**config.mk**
```make
export PLATFORM = sky130hd
export DESIGN_NAME = ps2_rx_flat
export DESIGN_NICKNAME = d
export VERILOG_FILES = /design/src/rtl/ps2_rx_if.sv /design/src/rtl/ps2_rx.sv /design/src/flat_wrapper.sv
export SDC_FILE = /design/constraint.sdc
export NUM_CORES = 1
export LEC_CHECK = 0
export CAP_MARGIN = 40
export CORE_MARGIN = 2
export CORE_UTILIZATION = 45
export CTS_BUF_LIST = sky130_fd_sc_hd__clkbuf_8
export CTS_CLUSTER_SIZE = 12
export DETAILED_ROUTE_END_ITERATION = 16
export DONT_BUFFER_PORTS = 1
export PLACE_DENSITY_LB_ADDON = 0.12
export SLEW_MARGIN = 5
export SYNTH_ARGS = -nofsm -noshare
export SYNTH_HDL_FRONTEND = slang
export SYNTH_SLANG_ARGS = --single-unit
```
**constraint.sdc**
```tcl
create_clock -name board_clk -period 2.33 [get_ports board_clk]
set_clock_uncertainty 0.2 [all_clocks]
set_input_delay 0.466 -clock board_clk [delete_from_list [all_inputs] [get_ports board_clk]]
set_output_delay 0.466 -clock board_clk [all_outputs]
set_load 0.1 [all_outputs]
```
**src/rtl/ps2_rx_if.sv**
```systemverilog
// Key-event bus from the PS/2 receiver to the keyboard-to-game mapper.
// The receiver drives it through the master modport; the consumer reads it through the slave modport.
interface ps2_rx_if;
  logic [7:0] key_code;
  logic       key_ext;
  logic       key_release;
  logic       key_valid;
  logic       frame_err;

  // key_valid is a one-cycle strobe with no ready: the consumer must take key_code/key_ext/key_release
  // in the strobe cycle (they stay held until the next strobe). frame_err is an independent one-cycle
  // strobe and never coincides with key_valid.
  modport master (output key_code, key_ext, key_release, key_valid, frame_err);
  modport slave  (input  key_code, key_ext, key_release, key_valid, frame_err);
endinterface

```
**src/rtl/ps2_rx.sv**
```systemverilog
// PS/2 keyboard receiver: synchronises and filters the raw lines, deserialises 11-bit frames,
// folds E0/F0 prefixes into flags and emits one key event per make or break code.
module ps2_rx #(
  parameter int FILTER_LEN     = 8,
  parameter int TIMEOUT_CYCLES = 200000
) (
  input  logic        board_clk,
  input  logic        reset,
  input  logic        ps2_clk,
  input  logic        ps2_data,
  ps2_rx_if.master    key_if,
  output logic [1:0]  dbg_state
);

  localparam int FW = $clog2(FILTER_LEN + 1);
  localparam int TW = $clog2(TIMEOUT_CYCLES + 1);
  localparam logic [FW-1:0] FLT_LAST = FW'(FILTER_LEN - 1);
  // Abort fires when the counter is about to reach TIMEOUT_CYCLES-1, so the registered
  // frame_err lands exactly TIMEOUT_CYCLES cycles after the last strobe.
  localparam logic [TW-1:0] TO_LAST  = TW'(TIMEOUT_CYCLES - 2);

  typedef enum logic [1:0] {
    IDLE  = 2'd0,
    RECV  = 2'd1,
    CHECK = 2'd2
  } state_t;

  state_t state_q, state_d;

  logic          clk_s1_q, clk_s1_d, clk_s2_q, clk_s2_d;
  logic          dat_s1_q, dat_s1_d, dat_s2_q, dat_s2_d;
  logic          filt_clk_q, filt_clk_d;
  logic [FW-1:0] filt_cnt_q, filt_cnt_d;
  logic          strobe_q, strobe_d;
  logic [3:0]    bit_cnt_q, bit_cnt_d;
  logic [TW-1:0] to_cnt_q, to_cnt_d;
  logic [9:0]    shift_q, shift_d;
  logic          ext_q, ext_d, rel_q, rel_d;
  logic [7:0]    key_code_q, key_code_d;
  logic          key_ext_q, key_ext_d, key_release_q, key_release_d;
  logic          key_valid_q, key_valid_d, frame_err_q, frame_err_d;

  // Input conditioning: the filter counts consecutive samples that disagree with the filtered level.
  always_comb begin
    clk_s1_d   = ps2_clk;
    clk_s2_d   = clk_s1_q;
    dat_s1_d   = ps2_data;
    dat_s2_d   = dat_s1_q;
    filt_clk_d = filt_clk_q;
    filt_cnt_d = '0;
    if (clk_s2_q != filt_clk_q) begin
      if (filt_cnt_q == FLT_LAST) begin
        filt_clk_d = clk_s2_q;
      end else begin
        filt_cnt_d = filt_cnt_q + 1'b1;
      end
    end
    strobe_d = filt_clk_q & ~filt_clk_d;
  end

  always_comb begin
    state_d       = state_q;
    bit_cnt_d     = bit_cnt_q;
    to_cnt_d      = to_cnt_q;
    shift_d       = shift_q;
    ext_d         = ext_q;
    rel_d         = rel_q;
    key_code_d    = key_code_q;
    key_ext_d     = key_ext_q;
    key_release_d = key_release_q;
    key_valid_d   = 1'b0;
    frame_err_d   = 1'b0;
    unique case (state_q)
      IDLE: begin
        bit_cnt_d = '0;
        to_cnt_d  = '0;
        if (strobe_q && !dat_s2_q) state_d = RECV;
      end
      RECV: begin
        if (strobe_q) begin
          // LSB-first: after ten strobes shift_q = {stop, parity, d7..d0}.
          shift_d  = {dat_s2_q, shift_q[9:1]};
          to_cnt_d = '0;
          if (bit_cnt_q == 4'd9) state_d = CHECK;
          else                   bit_cnt_d = bit_cnt_q + 4'd1;
        end else if (to_cnt_q == TO_LAST) begin
          frame_err_d = 1'b1;
          ext_d       = 1'b0;
          rel_d       = 1'b0;
          state_d     = IDLE;
        end else begin
          to_cnt_d = to_cnt_q + 1'b1;
        end
      end
      CHECK: begin
        state_d = IDLE;
        if (!(^shift_q[8:0]) || !shift_q[9]) begin
          frame_err_d = 1'b1;
          ext_d       = 1'b0;
          rel_d       = 1'b0;
        end else if (shift_q[7:0] == 8'hE0) begin
          ext_d = 1'b1;
        end else if (shift_q[7:0] == 8'hF0) begin
          rel_d = 1'b1;
        end else begin
          key_code_d    = shift_q[7:0];
          key_ext_d     = ext_q;
          key_release_d = rel_q;
          key_valid_d   = 1'b1;
          ext_d         = 1'b0;
          rel_d         = 1'b0;
        end
      end
      default: state_d = IDLE;
    endcase
  end

  always_ff @(posedge board_clk) begin
    if (reset) begin
      clk_s1_q      <= 1'b1;
      clk_s2_q      <= 1'b1;
      dat_s1_q      <= 1'b1;
      dat_s2_q      <= 1'b1;
      filt_clk_q    <= 1'b1;
      filt_cnt_q    <= '0;
      strobe_q      <= 1'b0;
      state_q       <= IDLE;
      bit_cnt_q     <= '0;
      to_cnt_q      <= '0;
      shift_q       <= '0;
      ext_q         <= 1'b0;
      rel_q         <= 1'b0;
      key_code_q    <= 8'h00;
      key_ext_q     <= 1'b0;
      key_release_q <= 1'b0;
      key_valid_q   <= 1'b0;
      frame_err_q   <= 1'b0;
    end else begin
      clk_s1_q      <= clk_s1_d;
      clk_s2_q      <= clk_s2_d;
      dat_s1_q      <= dat_s1_d;
      dat_s2_q      <= dat_s2_d;
      filt_clk_q    <= filt_clk_d;
      filt_cnt_q    <= filt_cnt_d;
      strobe_q      <= strobe_d;
      state_q       <= state_d;
      bit_cnt_q     <= bit_cnt_d;
      to_cnt_q      <= to_cnt_d;
      shift_q       <= shift_d;
      ext_q         <= ext_d;
      rel_q         <= rel_d;
      key_code_q    <= key_code_d;
      key_ext_q     <= key_ext_d;
      key_release_q <= key_release_d;
      key_valid_q   <= key_valid_d;
      frame_err_q   <= frame_err_d;
    end
  end

  assign key_if.key_code    = key_code_q;
  assign key_if.key_ext     = key_ext_q;
  assign key_if.key_release = key_release_q;
  assign key_if.key_valid   = key_valid_q;
  assign key_if.frame_err   = frame_err_q;
  assign dbg_state          = state_q;

endmodule

```
**src/flat_wrapper.sv**
```systemverilog
// flat-port wrapper written by rule: the top's interface ports become plain ports
module ps2_rx_flat 
#(
  parameter int FILTER_LEN     = 8,
  parameter int TIMEOUT_CYCLES = 200000
)
  (board_clk, reset, ps2_clk, ps2_data, dbg_state, key_if_key_code, key_if_key_ext, key_if_key_release, key_if_key_valid, key_if_frame_err);
  ps2_rx_if key_if_i ();
  input  logic board_clk;
  input  logic reset;
  input  logic ps2_clk;
  input  logic ps2_data;
  output logic [1:0] dbg_state;
  output wire logic [$bits(key_if_i.key_code)-1:0] key_if_key_code;
  output wire logic [$bits(key_if_i.key_ext)-1:0] key_if_key_ext;
  output wire logic [$bits(key_if_i.key_release)-1:0] key_if_key_release;
  output wire logic [$bits(key_if_i.key_valid)-1:0] key_if_key_valid;
  output wire logic [$bits(key_if_i.frame_err)-1:0] key_if_frame_err;
  assign key_if_key_code = key_if_i.key_code;
  assign key_if_key_ext = key_if_i.key_ext;
  assign key_if_key_release = key_if_i.key_release;
  assign key_if_key_valid = key_if_i.key_valid;
  assign key_if_frame_err = key_if_i.frame_err;
  ps2_rx #(.FILTER_LEN(FILTER_LEN), .TIMEOUT_CYCLES(TIMEOUT_CYCLES)) u_core (.board_clk(board_clk), .reset(reset), .ps2_clk(ps2_clk), .ps2_data(ps2_data), .key_if(key_if_i), .dbg_state(dbg_state));
endmodule
```
* Word level (Yosys, flattened, before mapping)
Index checks and enable logic that the tools add are counted.
Word-level totals: flip-flop bits (word level) 58, input port bits 4, output and inout bits 14, word-level logic and storage cells 92
Operators by class: add/subtract/negate cells 3, eq/ne operators 18, multiplexer cells 28, bitwise operators 7, reduce and logical (&&, ||, !) cells 18
Operators with widths (number):
- two-way mux 18 bit | 2
- case mux 18 bit (2 select lines) | 1
- adder 18 x 1 -> 18 bit (second input constant) | 1
- == test 18 bit (second input constant) | 1
- == test 8 bit (second input constant) | 2
- two-way mux 1 bit | 14
- AND reduction 4 bit | 3
- XOR reduction 9 bit | 1
- adder 4 x 1 -> 4 bit (second input constant) | 2
- two-way mux 2 bit | 4
- two-way mux 4 bit | 2
- case mux 4 bit (2 select lines) | 1
- inequality test 2 x 1 -> 1 bit (second input constant) | 3
- inequality test 3 x 2 -> 1 bit (second input constant) | 2
- NOT 1 bit | 6
- case mux 1 bit (2 select lines) | 3
- AND reduction 3 bit | 2
- == test 4 x 3 -> 1 bit (second input constant) | 1
- == test 4 bit (second input constant) | 1
- inequality test 2 bit (second input constant) | 2
- inequality test 4 x 2 -> 1 bit (second input constant) | 1
- case mux 2 bit (2 select lines) | 1
- AND reduction 2 bit | 2
- nonzero test 2 bit | 2
- 12 further kinds | 14

* Longest topological paths before layout
depth after elaboration 5, depth in mapped cells 8, mapped depth without buffers 7

* Worst setup path before layout
OpenSTA, ideal clock, no wires.
path type register to register, from reg u_core.state_q[1], in the netlist u_core.dbg_state[1], to reg u_core.to_cnt_q[16], setup time 0.071 ns, arrival time 2.564 ns, data required time 2.059 ns, setup slack -0.504 ns, stages on the path, launching flop included 9, path buffers 1, clock period less this slack 2.834 ns, path through dfxtp_1 -> inv_1 -> ha_1 -> nor2b_1 -> nand3_1 -> o21ai_2 -> buf_4 -> or4_1 -> a21oi_1
Between the ends: cells in the longest elaborated chain, start to end 3, elaborated cells between the ends (all ways) 6, classes of those cells 2 x eq/ne; 1 x mux; 3 x reduce/logical
RTL lines:
- from (decl) | line ps2_rx.sv:28 | state_t state_q, state_d;
- from (signal assigned) | line ps2_rx.sv:146 | state_q <= state_d;
- == test 2 x 1 -> 1 bit or zero test 2 bit (tied branches) | line ps2_rx.sv:73 | unique case (state_q)
- inequality test 3 x 2 -> 1 bit (no source line) or nonzero test 2 bit (tied branches)
- AND reduction 2 bit (no source line)
- to (signal assigned) | line ps2_rx.sv:148 | to_cnt_q <= to_cnt_d;
- to (decl) | line ps2_rx.sv:36 | logic [TW-1:0] to_cnt_q, to_cnt_d;
Parallel ways exist; a longest one is shown, timed or not. A chain may end at the register's enable or synchronous reset.

* Worst setup path in the final report
from reg u_core.shift_q[4], to reg u_core.ext_q
Between the ends: cells in the longest elaborated chain, start to end 5, elaborated cells between the ends (all ways) 10, classes of those cells 3 x eq/ne; 3 x mux; 4 x reduce/logical
RTL lines:
- from (decl) | line ps2_rx.sv:37 | logic [9:0] shift_q, shift_d;
- from (signal assigned) | line ps2_rx.sv:149 | shift_q <= shift_d;
- XOR reduction 9 bit | line ps2_rx.sv:97 | if (!(^shift_q[8:0]) || !shift_q[9]) begin
- zero test 1 bit | line ps2_rx.sv:97
- logical OR 1 bit | line ps2_rx.sv:97
- inequality test 4 x 2 -> 1 bit (no source line) or two-way mux 1 bit (tied branches)
- AND reduction 4 bit (no source line) or case mux 1 bit (2 select lines) (tied branches)
- to (signal assigned) | line ps2_rx.sv:150 | ext_q <= ext_d;
- to (decl) | line ps2_rx.sv:38 | logic ext_q, ext_d, rel_q, rel_d;
Parallel ways exist; a longest one is shown, timed or not.

==> results.sh <==
export IMPL_outcome="completed"
export IMPL_setup_violations=0
export IMPL_ys_warn_count=0
export IMPL_path_clk_slew_ns=0.06
export IMPL_overflow=0
export IMPL_wl_mm=5.08
export IMPL_die_width_um=80.4
export IMPL_synth_seq_cells=58
export IMPL_route_detailed_drc=0
export IMPL_drive_gt1_share_pct=14.9
export IMPL_cp_data_required_time_ns=2.39
export IMPL_pre_cts_ws_ns=0.0832
export IMPL_min_period_ns=2.21
export IMPL_finalCritPeriodShare_pct=94.8
export IMPL_vias=2093
export IMPL_syn_to_final_growth_pct=18.9
export IMPL_worst_pin_slew_ns=0.590
export IMPL_cts_buffers=9
export IMPL_grt_pass1_wl_mm=8.60
export IMPL_antenna_found_initial=0
export IMPL_cts_tree="done"
export IMPL_clock_path_buffers=2
export IMPL_num_rows=27
export IMPL_worstPathArrival_ns=2.27
export IMPL_cp_slowest_cell="or4b_1"
export IMPL_dp_cells=382
export IMPL_fin_ws_ns=0.120
export IMPL_grt_max_degree=29
export IMPL_crit_chain="inv_1 > ha_1 > xnor3_1 > xnor2_2 > nand3_1 > or4b_1 > mux2i_1"
export IMPL_dr_pass1_iters=4
export IMPL_clock_fmax_ghz=0.453
export IMPL_track_usage_pct=17.5
export IMPL_postRouteAntennaNets=0
export IMPL_drv_slew=0
export IMPL_htree_levels=3
export IMPL_fin_setup_tns_ns=0
export IMPL_seqPwrFrac_pct=47.8
export IMPL_grt_pass1_vias=1917
export IMPL_finalPower_uw=2080
export IMPL_io_pins=18
export IMPL_final_cells=401
export IMPL_crit_family="simple AND/OR/NAND/NOR gates"
export IMPL_relSlewSlack_pct=60.7
export IMPL_numPortBuffers=0
export IMPL_p_int_uw=1690
export IMPL_clk_latency_ns=0.33
export IMPL_diodes=0
export IMPL_gp_congestion=0.783
export IMPL_nNetsFinal=341
export IMPL_cp_max_fo=3
export IMPL_core_area_sq_um=5570
export IMPL_syn_num_nets=316
export IMPL_post_cts_buffers=0
export IMPL_drv_cap=0
export IMPL_drtIter0Drc=77
export IMPL_p_leak_uw=0.00120
export IMPL_netlist_area_sq_um=2630
export IMPL_p_sw_uw=394
export IMPL_endpoint_kind="flop"
export IMPL_crit_path_start_kind="flop"
export IMPL_power_density_nw_per_um2=667
export IMPL_vias_per_cell=5.22
export IMPL_hold_violations=0
export IMPL_critPathMaxStageDelay_ns=0.47
export IMPL_combinationalPowerShare_pct=0.9
export IMPL_p_clk_share_pct=51.4
export IMPL_crit_type="flop to flop"
export IMPL_path_buf_inv=1
export IMPL_yosysUniqueCellTypes=45
export IMPL_routedWlPerCell_um=12.7
export IMPL_holdCritPathClass="input pin to flop"
export IMPL_die_area_sq_um=6460
export IMPL_start_util_pct=47.1
export IMPL_rsz0062_at_grt="no"
export IMPL_switching_share_pct=18.9
export IMPL_clock_sinks=58
export IMPL_peakVddDrop_uv=418
export IMPL_post_dp_hpwl_mm=3.41
export IMPL_final_core_util_pct=56.0
export IMPL_syn_inst=299
export IMPL_clockRootBuffer="clkbuf_8"
export IMPL_synth_seq_area_share_pct=44.2
export IMPL_die_h_um=80.4
export IMPL_syn_area_per_cell_sq_um=8.78
## flip-flops by register name, indices dropped and copies added (netlist names), 2 cells and up
register	flops
u_core.bit_cnt_q	4
u_core.dbg_state	2
u_core.filt_cnt_q	4
u_core.key_if.key_code	8
u_core.to_cnt_q	18
u_core.shift_q	10
## metal layers
metal | vias up | share of wire (%) | global-route usage [%] | wire length [um]
met5 | - | 0 | 0 | 0
met4 | 0 | 2.0 | 9.66 | 103
met3 | 8 | 3.6 | 5.39 | 182
met2 | 23 | 43 | 25.6 | 2180
met1 | 960 | 51 | 22.9 | 2610
li1 | 1102 | - | - | -
## cell usage after synthesis, drive strengths merged
| master | number | area [sq um] |
|---|---|---|
| a31oi | 2 | 12.5 |
| a2111oi | 1 | 8.76 |
| nor2b | 2 | 12.5 |
| dfxtp | 58 | 1160 |
| nand2b | 3 | 18.8 |
| or4b | 1 | 10.0 |
| o41ai | 1 | 8.76 |
| or2 | 5 | 31.3 |
| xnor2 | 10 | 87.6 |
| xor2 | 3 | 26.3 |
| o21bai | 1 | 7.51 |
| nor3 | 5 | 25.0 |
| and4 | 2 | 17.5 |
| xnor3 | 1 | 22.5 |
| o211a | 1 | 10.0 |
| and2 | 2 | 12.5 |
| and3b | 1 | 8.76 |
| inv | 15 | 56.3 |
| mux2i | 12 | 120 |
| and3 | 3 | 18.8 |
| o21a | 2 | 15.0 |
| nand3 | 13 | 65.1 |
| o211ai | 1 | 7.51 |
| nand3b | 3 | 22.5 |
| ha | 13 | 163 |
| clkbuf | 6 | 22.5 |
| nor2 | 28 | 105 |
| o2bb2ai | 1 | 8.76 |
| nor4bb | 1 | 10.0 |
| nand4 | 6 | 37.5 |
| buf | 3 | 16.3 |
| o21ai | 14 | 73.8 |
| o31ai | 4 | 30.0 |
| nor4 | 4 | 25.0 |
| or4 | 3 | 22.5 |
| a21oi | 22 | 110 |
| nand2 | 34 | 128 |
| a32oi | 1 | 8.76 |
| and4bb | 1 | 12.5 |
| or3 | 8 | 50.1 |
| nor3b | 2 | 15.0 |
## kinds of logic after synthesis
| kind of cell | after synthesis | synth area share, % |
|---|---|---|
| multiplexers | 12 | 4.58 |
| buffers and inverters | 24 | 3.62 |
| flip-flops | 58 | 44.2 |
| AND/OR/NAND/NOR | 127 | 24.7 |
| adder cells (fa/ha/maj) | 13 | 6.20 |
| XOR/XNOR | 14 | 5.20 |
| AO/OA/AOI/OAI | 51 | 11.5 |
## worst paths after layout
path | start | to | slack, ns | depth (start not counted)
worst min register to register | u_core.dat_s1_q$_SDFF_PP1_ | u_core.dat_s2_q$_SDFF_PP1_ | 0.20 | 1
worst max register to register | u_core.shift_q[4]$_SDFFE_PP0P_ | u_core.ext_q$_SDFFE_PP0P_ | 0.12 | 7
worst min-delay path | ps2_data | u_core.dat_s1_q$_SDFF_PP1_ | 0.04 | 1
worst max-delay path | u_core.shift_q[4]$_SDFFE_PP0P_ | u_core.ext_q$_SDFFE_PP0P_ | 0.12 | 7
## through the flow
| step | hold slack [ns] | area [sq um] |
|---|---|---|
| after floorplan | 0.189 | 2630 |
| after global placement | 0.196 | 2830 |
| after detailed placement | 0.195 | 2830 |
| after CTS | 0.00157 | 3080 |
| after global routing | 0.0201 | 3120 |
| final | 0.0393 | 3120 |
## area by class of cell
type	count	area [sq um]
Inverter	15	56.3
Clock inverter	4	72.6
Clock buffer	12	165
Multi-Input combinational cell	217	1390
Fill cell	542	2450
Tap cell	72	90.1
Timing Repair Buffer	23	181
Sequential cell	58	1170
## what timing repair did
item,4_1_cts,5_1_grt
endpoints found under the hold margin,28,2
endpoints found under the setup margin,0,3
hold buffers,1,1
gates resized for setup,0,3
## layout by cell type (no fill, tap or decap), drive strengths merged, types with 2 or more instances in the layout
cell type,n
a21oi,22
a31oi,2
and2,2
and3,3
and4,2
buf,21
bufinv,2
clkbuf,12
dfxtp,58
dlygate4sd3,2
ha,13
inv,15
mux2i,12
nand2,34
nand2b,3
nand3,13
nand3b,3
nand4,6
nor2,28
nor2b,2
nor3,5
nor3b,2
nor4,4
o21a,2
o21ai,14
o31ai,4
or2,5
or3,8
or4,3
xnor2,10
xor2,3
## power by group through the flow
stage	Sequential, uW	Clock [uW]	Combinational, uW
2_1_floorplan	1020	0	12.4
3_3_place_gp	1020	0	5.19
3_5_place_dp	1020	0	5.31
4_1_cts	994	1100	14.0
5_1_grt	994	1140	19.6
6_report	994	1070	17.7
No activity file was read; power rests on OpenSTA's default activity.
